**config.mk**
```make
export PLATFORM = sky130hd
export DESIGN_NAME = seq_multiplier
export DESIGN_NICKNAME = d
export VERILOG_FILES = /design/src/rtl/seq_mult_pkg.sv /design/src/rtl/seq_multiplier.sv
export SDC_FILE = /design/constraint.sdc
export NUM_CORES = 1
export LEC_CHECK = 0
export BUFFER_PORTS_ARGS = -buffer_cell sky130_fd_sc_hd__buf_2
export CAP_MARGIN = 0
export CORE_AREA = 10 10 116 118
export DETAILED_ROUTE_END_ITERATION = 10
export DIE_AREA = 0 0 126 128
export PLACE_DENSITY = 0.39
export SETUP_SLACK_MARGIN = 0.02
export SLEW_MARGIN = 20
export SYNTH_ARGS = -nofsm -noshare
export SYNTH_HDL_FRONTEND = slang
export SYNTH_SLANG_ARGS = --single-unit
```
**constraint.sdc**
```tcl
create_clock -name clk -period 3.8 [get_ports clk]
set_clock_uncertainty 0.2 [all_clocks]
set_input_delay 0.19 -clock clk [delete_from_list [all_inputs] [get_ports clk]]
set_output_delay 0.19 -clock clk [all_outputs]
set_load 0.01 [all_outputs]
```
**src/rtl/seq_mult_pkg.sv**
```systemverilog
// Shared types for the sequential shift-add multiplier: FSM state encoding and default width.
package seq_mult_pkg;

   localparam int DEFAULT_WIDTH = 8;

   typedef enum logic [1:0] {
      IDLE   = 2'd0,
      LOADED = 2'd1,
      RUN    = 2'd2,
      DONE   = 2'd3
   } state_t;

endpackage

```
**src/rtl/seq_multiplier.sv**
```systemverilog
// Sequential shift-add multiplier, one partial product per cycle, WIDTH steps per result.
// Define SEQ_MULT_SIGNED_EN for two's-complement operands (sign-magnitude internally).
module seq_multiplier
   import seq_mult_pkg::*;
#(
   parameter int WIDTH = DEFAULT_WIDTH
) (
   input  logic               clk,
   input  logic               rst,
   input  logic               load_data,
   input  logic               mult_active,
   input  logic [WIDTH-1:0]   multiplicand,
   input  logic [WIDTH-1:0]   multiplier,
   output logic               loading_done,
   output logic               mult_done,
   output logic [2*WIDTH-1:0] product
);

   localparam int CW = $clog2(WIDTH + 1);
   localparam logic [CW-1:0] LAST = CW'(WIDTH - 1);

   state_t             state;
   logic [2*WIDTH-1:0] acc, acc_next, result;
   logic [WIDTH-1:0]   mcand, mplier, a_cap, b_cap;
   logic [CW-1:0]      cnt;
   logic [WIDTH:0]     sum;

   // Carry out of the upper half is kept and shifted down with everything else.
   always_comb begin
      sum      = {1'b0, acc[2*WIDTH-1:WIDTH]} + {1'b0, (mplier[0] ? mcand : '0)};
      acc_next = (2*WIDTH)'({sum, acc[WIDTH-1:0]} >> 1);
   end

`ifdef SEQ_MULT_SIGNED_EN
   logic neg;
   // Magnitude of the most negative value is 2^(WIDTH-1), which still fits unsigned.
   assign a_cap  = multiplicand[WIDTH-1] ? (~multiplicand + 1'b1) : multiplicand;
   assign b_cap  = multiplier[WIDTH-1]   ? (~multiplier + 1'b1)   : multiplier;
   assign result = neg ? (~acc_next + 1'b1) : acc_next;
`else
   assign a_cap  = multiplicand;
   assign b_cap  = multiplier;
   assign result = acc_next;
`endif

   always_ff @(posedge clk or posedge rst) begin
      if (rst) begin
         state        <= IDLE;
         loading_done <= 1'b0;
         mult_done    <= 1'b0;
         product      <= '0;
         acc          <= '0;
         cnt          <= '0;
         mcand        <= '0;
         mplier       <= '0;
`ifdef SEQ_MULT_SIGNED_EN
         neg          <= 1'b0;
`endif
      end else begin
         case (state)
            IDLE, DONE: begin
               if (load_data) begin
                  mcand        <= a_cap;
                  mplier       <= b_cap;
                  acc          <= '0;
                  cnt          <= '0;
`ifdef SEQ_MULT_SIGNED_EN
                  neg          <= multiplicand[WIDTH-1] ^ multiplier[WIDTH-1];
`endif
                  state        <= LOADED;
                  loading_done <= 1'b1;
                  mult_done    <= 1'b0;
               end
            end
            LOADED: begin
               if (mult_active) begin
                  state        <= RUN;
                  loading_done <= 1'b0;
               end else if (!load_data) begin
                  state        <= IDLE;
                  loading_done <= 1'b0;
               end
            end
            RUN: begin
               // load_data is deliberately not looked at here.
               if (!mult_active) begin
                  state <= IDLE;
               end else begin
                  acc    <= acc_next;
                  mplier <= mplier >> 1;
                  cnt    <= cnt + 1'b1;
                  if (cnt == LAST) begin
                     product   <= result;
                     state     <= DONE;
                     mult_done <= 1'b1;
                  end
               end
            end
            default: state <= IDLE;
         endcase
      end
   end

endmodule

```
Word-level counts from Yosys, hierarchy flattened
Cells that the tools add are included.
{"block": "word_totals", "inputBits": 20, "output_inout_bits": 18, "reg_bits": 56, "word_cells": 53}
{"block": "op_classes", "n_reduce_logical": 10, "n_mux": 24, "eq_ne": 9, "addsub": 2}
{"cell": "16-bit two-way mux", "count": 2}
{"cell": "16-bit one-hot mux with 2 select lines", "count": 1}
{"cell": "8-bit two-way mux", "count": 3}
{"cell": "8-bit one-hot mux with 2 select lines", "count": 1}
{"cell": "3-bit AND reduction", "count": 4}
{"cell": "2-bit two-way mux", "count": 5}
{"cell": "8-bit by 8-bit adder with 9-bit output", "count": 1}
{"cell": "4-bit two-way mux", "count": 2}
{"cell": "4-bit one-hot mux with 2 select lines", "count": 1}
{"cell": "1-bit two-way mux", "count": 6}
{"cell": "2-bit inequality test, second input constant", "count": 3}
{"cell": "3-bit inequality test, second input constant", "count": 2}
{"cell": "2-bit one-hot mux with 3 select lines", "count": 1}
{"cell": "4-bit by 1-bit adder with 4-bit output, second input constant", "count": 1}
{"cell": "2-bit equality test, second input constant", "count": 2}
{"cell": "4-bit by 3-bit equality test with 1-bit output, second input constant", "count": 1}
{"cell": "1-bit one-hot mux with 2 select lines", "count": 2}
{"cell": "4-bit AND reduction", "count": 1}
{"cell": "2-bit nonzero test", "count": 2}
{"cell": "2-bit by 1-bit equality test with 1-bit output, second input constant", "count": 1}
{"cell": "2-bit zero test", "count": 1}
{"cell": "2-bit AND reduction", "count": 1}
{"cell": "2-bit OR reduction", "count": 1}

Logic depth before layout (Yosys ltp)
Gate-level depths: netlist of the first run.
{"block": "logic_depth", "word_depth": 4, "ltp_mapped": 8, "ltp_nobuf": 7}

Worst setup path before layout of the first run
Ideal clock, no wire load.
{"block": "synth_timing", "path_kind": "reg-to-reg", "start": "register mplier[0]", "end": "register product[13]", "path_buffers": 0, "synth_period_minus_slack_ns": 2.295, "t_arrival_ns": 1.970, "setup_slack_ns": 1.505, "path_stages_with_launch": 8, "setup_ns": 0.125, "path_cell_list": "dfrtp_1 > and2_1 > ha_1 > fa_1 > a21o_1 > a221oi_4 > xnor2_1 > mux2_4"}
{"block": "synth_between", "elab_chain_cells": 2}
{"item": "start: declaration", "line": "seq_multiplier.sv:24", "source": "logic [WIDTH-1:0] mcand, mplier, a_cap, b_cap;"}
{"item": "start signal: assignment", "line": "seq_multiplier.sv:64", "source": "mplier <= b_cap;"}
{"item": "start signal: assignment", "line": "seq_multiplier.sv:90", "source": "mplier <= mplier >> 1;"}
{"item": "8-bit two-way mux", "line": "seq_multiplier.sv:30", "source": "sum = {1'b0, acc[2*WIDTH-1:WIDTH]} + {1'b0, (mplier[0] ? mcand : '0)};"}
{"item": "8-bit by 8-bit adder with 9-bit output", "line": "seq_multiplier.sv:30"}
{"item": "end signal: assignment", "line": "seq_multiplier.sv:93", "source": "product <= result;"}
{"item": "end: declaration", "line": "seq_multiplier.sv:16", "source": "output logic [2*WIDTH-1:0] product"}
Every way passes these cells.
A chain may end at the register's enable or synchronous reset.

Worst setup path after layout of the first run
{"block": "layout_timing", "start": "register state[0]", "end": "register acc[13]"}
{"block": "layout_between", "elab_chain_cells": 4}
{"item": "start: declaration", "line": "seq_multiplier.sv:22", "source": "state_t state;"}
{"item": "start signal: assignment", "line": "seq_multiplier.sv:48", "source": "state <= IDLE;"}
{"item": "start signal: assignment", "line": "seq_multiplier.sv:70", "source": "state <= LOADED;"}
{"item": "start signal: assignment", "line": "seq_multiplier.sv:77", "source": "state <= RUN;"}
{"item": "2-bit equality test or 2-bit zero test (tied branches)", "line": "seq_multiplier.sv:60", "source": "case (state)"}
{"item": "2-bit OR reduction", "line": "seq_multiplier.sv:60"}
{"item": "2-bit inequality test (no source line) or 2-bit nonzero test (tied branches)"}
{"item": "3-bit AND reduction (no source line)"}
{"item": "end signal: assignment", "line": "seq_multiplier.sv:89", "source": "acc <= acc_next;"}
{"item": "end: declaration", "line": "seq_multiplier.sv:23", "source": "logic [2*WIDTH-1:0] acc, acc_next, result;"}
Parallel ways exist; a longest one is shown, timed or not.

==> key figures, run 1 <==
STA
  – Slew margin rel.: about 46%
  – Final min period: 2510 ps
  – Slew Limit Fails: 0
  – Period utilization: 66.1%
  – Final TNS setup: 0 ps
  – Worst-margin pin slew: 816 ps
  – Worst hold slack: -3.67 ps
  – Setup-failing EPs final: 0
  – RSZ-0062 raised after global routing: no
  – Hold Vio Cnt, Final: 1
  – F_max: about 0.40 GHz

Critical path
  – Crit-path cells: inv_1 > ha_1 > nand2_1 > o22a_1 > buf_4 > a22o_2
  – Crit path largest cell delay: 660 ps
  – CP required: 3830 ps
  – Maximum fanout along the worst path: 19
  – Startpoint types: flop
  – FF-to-FF Start: state[0]
  – Crit path kind: flop to flop
  – Reg2Reg Setup Slack: 1290 ps
  – Slowest-stage cell, CP: o22a_1
  – Critical path endpoint category: flop
  – RR Endpoint: acc[13]
  – Arrival @ worst endpoint: between 2000 and 3000 ps
  – Reg2reg path depth: 6

Cells and area
  – Final #Nets: 298
  – Layout area overhead: 25.1%
  – Fillers: roughly 1200
  – Fin util: 29.0%
  – Ant diodes: 0
  – Share of layout cells above drive strength 1: 30.3%

Routing
  – Vias after detailed routing: 1779
  – DR iter-0 viols: 84
  – DR WL/cell: 14.6 µm
  – Via density per instance: 4.34
  – Final routed DRC violation total: 0
  – Post-route ant nets: 0
  – Drt pass-1 iters: 4
  – Post-Route WL: approximately 6000 µm

Floorplan
  – Ports: 38
  – Die W: 126 µm
  – Starting Density: 23.1%
  – Core Box Area: between 10000 and 15000 µm²
  – Die Ht: 128 µm
  – Row Count: 39
  – Full die area: approximately 16000 µm²

GRT
  – M3 GR Usage: 1.82%
  – M2 GR Usage: 10.7%
  – GR Layer Usage met1: 10.9%
  – GRT Max-Usage Layer: met1
  – First-pass GRT wire length: 10000 µm
  – Initial antenna violation count: 0
  – Vias in the first global route: 1891
  – Gr ovfl total: 0
  – Pin count of the biggest net entering global routing: 35
  – Tot GR Track Use: 7.59%

Synthesis
  – Netlist cell types: 44
  – Yosys warning total: 0
  – Dominant synthesized flop cell: dfrtp_1
  – Post-synthesis net count: between 200 and 250
  – Sequential element share of the synthesized area: 53.0%
  – EDFF count, synth: 0
  – Post-synth ARST share: 100%
  – Yosys reg bits: 55
  – Cell area after technology mapping: 2600 µm²
  – Average instance area after synthesis: 12.2 µm²
  – Post-Synthesis Cells: between 200 and 250

Status
  – Status: finished with violations
  – Violated checks: negative hold slack

Place
  – Port bufs: 37
  – Detailed Place HPWL: 4300 µm
  – Routability Congestion: 0.782

CTS
  – CTS Buf Count: 5
  – Clock latency on the worst-skew pair: between 200 and 300 ps
  – CTS Root Cell: clkbuf_16
  – H-tree Lvls: 2
  – CTS Sinks: 55
  – Bufs on Longest Clock Path: 2
  – Resized Gates After CTS: 0
  – TritonCTS clock tree: done
  – Clock Pin Slew Worst Setup and Hold Paths: approximately 70 ps

Worst hold path
  – Hold EP: mplier[6]
  – Hold path cells: 3
  – Hold Crit Class: input port to flop
  – Hold path startpoint: multiplier[6]

Pwr
  – Peak VDD IR: 204 µV
  – Leak: 1.59 nW
  – Tot Pwr: 2.00 mW
  – Power per cell area: about 620 nW/µm²

Flow run
  – Maxcap violations: 0
## logic make-up (layout without fill, tap and decap cells)
family          Yosys count  after routing  synth area share [%]
compound gates           53             53                  15.0
xor+xnor                  5              5                  1.69
fa+ha+maj                12             12                  6.07
buf+inv                  15             69                  2.79
flops                    55             55                  53.0
mux                      30             30                  12.8
simple gates             43             43                  8.67
## how the worst max path moves through the flow
stage                    from           to  slack [ps]
floorplan           mplier[0]  product[13]        1500
global placement     state[0]      acc[13]        1250
detailed placement   state[0]      acc[11]        1240
CTS                  state[0]      acc[11]        1230
global route         state[0]      acc[11]        1090
finish               state[0]      acc[13]        1290
## critical path, delay by kind of cell (launching register included)
family,cells,cell delay (ps)
buffers and inverters,2,340
adder cells (fa/ha/maj),1,350
flip-flops,1,350
AND/OR/NAND/NOR,1,400
AO/OA/AOI/OAI,2,810
## cell usage after synthesis, drive strengths merged, types with 3 or more instances
cell	number	area [µm²]
a32o	3	30.0
nand3	3	15.0
dfrtp	55	1380
ha	11	138
nor2b	4	25.0
nand2	14	52.6
buf	7	42.5
a22o	14	124
and2	8	50.1
inv	7	26.3
xnor2	3	26.3
nor2	5	21.3
mux2i	8	80.1
o21ai	15	75.1
a21oi	9	45.0
mux2	22	251
## what timing repair did
| item | in CTS | in global routing |
|---|---|---|
| hold buffers | 12 | 0 |
| setup buffers | 0 | 0 |
| hold endpoints to repair | 32 | 0 |
## layout make-up
| class | instances | area [µm²] | share of cell area (%) |
|---|---|---|---|
| well taps | 143 | 179 | 5.51 |
| multi-input cells | 143 | 1150 | 35.4 |
| repair buffers | 54 | 343 | 10.6 |
| flip-flops and latches | 55 | 1380 | 42.4 |
| clock buffers | 6 | 139 | 4.27 |
| inverters | 7 | 26.3 | 0.809 |
| clock inverters | 2 | 35.0 | 1.08 |
## state kept, by name, summed over array words and instances (netlist names)
name	count
acc	15
loading_done	1
cnt	4
mult_done	1
product	16
state	2
mcand	8
mplier	8
## power by group
part           internal [mW]  leakage, nW  switching (mW)
clock                  0.328       0.0868           0.207
sequential             0.718        0.732          0.0807
combinational          0.294        0.768           0.371
total                   1.34         1.59           0.659
## routing by layer
layer / vias up / routed length (µm)
met5: - / 0
met4: 0 / 76
met3: 5 / 269
met2: 38 / 2500
met1: 853 / 3130
li1: 883 / -
## through the flow
stage               setup WS, ps  std cells  cell area [µm²]  hold slack, ps
floorplan                   1500        213             2600             130
CTS                         1230        410             3250            8.13
detailed placement          1240        390             2960            47.0
global placement            1250        390             2960            57.0
finish                      1290        410             3250           -3.67
global route                1090        410             3250            28.4
## layout by cell type (no fill, tap or decap), drive strengths merged, types with 3 or more instances in the layout
cell type,netlist,final
dfrtp,55,55
buf,7,42
mux2,22,22
o21ai,15,15
nand2,14,14
a22o,14,14
dlygate4sd3,0,12
ha,11,11
a21oi,9,9
mux2i,8,8
and2,8,8
inv,7,7
clkbuf,1,6
nor2,5,5
nor2b,4,4
nand3,3,3
xnor2,3,3
a32o,3,3
No activity file was read; power rests on OpenSTA's default activity.
==> run 2, diff against run 1 <==
--- a/config.mk
+++ b/config.mk
@@ -10,7 +10,7 @@
 export CORE_AREA = 10 10 116 118
 export DETAILED_ROUTE_END_ITERATION = 10
 export DIE_AREA = 0 0 126 128
-export PLACE_DENSITY = 0.39
+export PLACE_DENSITY = 0.41
 export SETUP_SLACK_MARGIN = 0.02
 export SLEW_MARGIN = 20
 export SYNTH_ARGS = -nofsm -noshare
==> constraint.sdc (replaced) <==
create_clock -name clk -period 2.2 [get_ports clk]
set_clock_uncertainty 0.2 [all_clocks]
set_input_delay 0.11 -clock clk [delete_from_list [all_inputs] [get_ports clk]]
set_output_delay 0.11 -clock clk [all_outputs]
set_load 0.01 [all_outputs]
==> key figures, run 2 (same netlist as run 1, synthesis figures left out) <==
Place
  – Placement Cell Area: 3060 µm²
  – Placed cells: 399
  – Detailed Place HPWL: 4420 µm
  – Worst slack, placed: -129 ps
  – Routability Congestion: 0.818
  – Port bufs: 37

Critical path
  – Startpoint types: flop
  – Crit path largest cell delay: 400 ps
  – CP required: 2170 ps
  – Critical path endpoint category: flop
  – Crit path kind: flop to flop
  – Maximum fanout along the worst path: 3
  – Slowest-stage cell, CP: dfrtp_1
  – Arrival @ worst endpoint: 2240 ps
  – Crit-path cells: and2_4 > ha_4 > fa_2 > a21o_1 > a221oi_4 > buf_4 > o21ba_4 > o31ai_2

CTS
  – H-tree Lvls: 2
  – TritonCTS clock tree: done
  – CTS Buf Count: 5
  – Bufs on Longest Clock Path: 2
  – Clock latency on the worst-skew pair: 300 ps
  – CTS Sinks: 55
  – CTS Root Cell: clkbuf_16
  – Clock Pin Slew Worst Setup and Hold Paths: 80 ps

GRT
  – Initial antenna violation count: 0
  – Tot GR Track Use: 7.93%
  – Gr ovfl total: 0
  – First-pass GRT wire length: 10600 µm
  – Pin count of the biggest net entering global routing: 37
  – Vias in the first global route: 1980

STA
  – Final TNS setup: -197 ps
  – F_max: 0.441 GHz
  – Hold Vio Cnt, Final: 0
  – Slew Limit Fails: 0
  – Period utilization: 103%
  – Final min period: 2270 ps
  – Slew margin rel.: 69.0%
  – RSZ-0062 raised after global routing: yes
  – Setup-failing EPs final: 4
  – Worst hold slack: 181 ps
  – PnR worst setup slack: -67.7 ps
  – Worst-margin pin slew: 465 ps

Cells and area
  – Fin cells: 427
  – Biggest register: product
  – Commonest non-fill, non-tap cells in the layout: 55 x dfrtp_1, 37 x buf_2, 21 x mux2_2, 19 x dlygate4sd3_1, 14 x o21ai_0
  – Share of layout cells above drive strength 1: 35.6%
  – Max reg flops: 16
  – Largest registers: product (16), acc (15)
  – Fin util: about a third
  – Final #Nets: between 300 and 400
  – Fillers: approximately 1200
  – Final Cell Area: 3520 µm²
  – Ant diodes: 0
  – Layout area overhead: 35.6%
  – Commonest non-fill, non-tap cell in the layout: dfrtp_1

Routing
  – Post-route ant nets: 0
  – DR WL/cell: about 15 µm
  – DR iter-0 viols: approximately 120
  – Drt pass-1 iters: 4
  – Post-Route WL: 6200 µm
  – Vias after detailed routing: 1809
  – Top Metal Used: met4
  – Met3 routed WL: 252 µm
  – Final routed DRC violation total: 0
  – Via density per instance: roughly 4.2
  – Routed wl met2: 2640 µm
  – Met1 Wirelength: 3230 µm

Status
  – Violated checks: negative setup slack
  – Status: finished with violations

Pwr
  – Peak VDD IR: 373 µV
  – Tot Pwr: 3.82 mW
  – Power per cell area: 1080 nW/µm²
  – Leak: 1.69 nW

Floorplan
  – Row Count: 39
  – Die Ht: 128 µm
  – Full die area: approximately 16000 µm²
  – Ports: 38
  – Die W: around 130 µm
  – Core Box Area: 11200 µm²
  – Starting Density: 23.1%

Worst hold path
  – Hold Crit Class: input port to asynchronous set/reset pin

Flow run
  – Maxcap violations: 0
[run 2: where the power goes]
| group | total, mW | switching, mW | leakage (nW) | internal (mW) |
|---|---|---|---|---|
| combinational | 1.41 | 0.724 | 0.870 | 0.687 |
| clock | 1.03 | 0.373 | 0.0911 | 0.654 |
| sequential | 1.38 | 0.139 | 0.732 | 1.24 |
| total | 3.82 | 1.24 | 1.69 | 2.58 |
[run 2: final timing paths]
kind / startpoint / end / slack (ps) / cells past startpoint
worst max-delay path: mplier[0] / acc[15] / -70 / 8
worst min-delay path: rst / mult_done / 180 / 3
worst max register to register: mplier[0] / acc[15] / -70 / 8
worst min register to register: mplier[5] / mplier[5] / 290 / 2
max in group asynchronous: rst / product[11] / 1060 / 4
min in group clk: mplier[5] / mplier[5] / 290 / 2
[run 2: critical path, delay by kind of cell, from the launching register on]
kind | cells | cell delay (ps)
AND/OR/NAND/NOR | 1 | 150
buffers and inverters | 1 | 170
AO/OA/AOI/OAI | 4 | 720
flip-flops | 1 | 400
adder cells (fa/ha/maj) | 2 | 520
[run 2: what timing repair did]
action                                  in CTS  in global routing
pin swaps                                    0                  4
hold endpoints to repair                    38                  0
endpoints found under the setup margin       9                  9
resized for setup                            7                  5
buffers inserted                             1                  0
hold buffers                                19                  0
[run 2: cell type report]
class	count	area, µm²	share of cell area [%]
Clock buffer	6	129	3.66
Multi-Input combinational cell	143	1230	34.8
Inverter	7	26.3	0.746
Sequential cell	55	1380	39.1
Tap cell	143	179	5.08
Clock inverter	2	60.1	1.71
Timing Repair Buffer	71	526	14.9
[run 2: per-layer routing]
layer,up-vias,GRT usage (%)
li1,909,-
met1,865,11.3
met2,30,11.3
met3,5,2.27
met4,0,2.41
met5,-,0
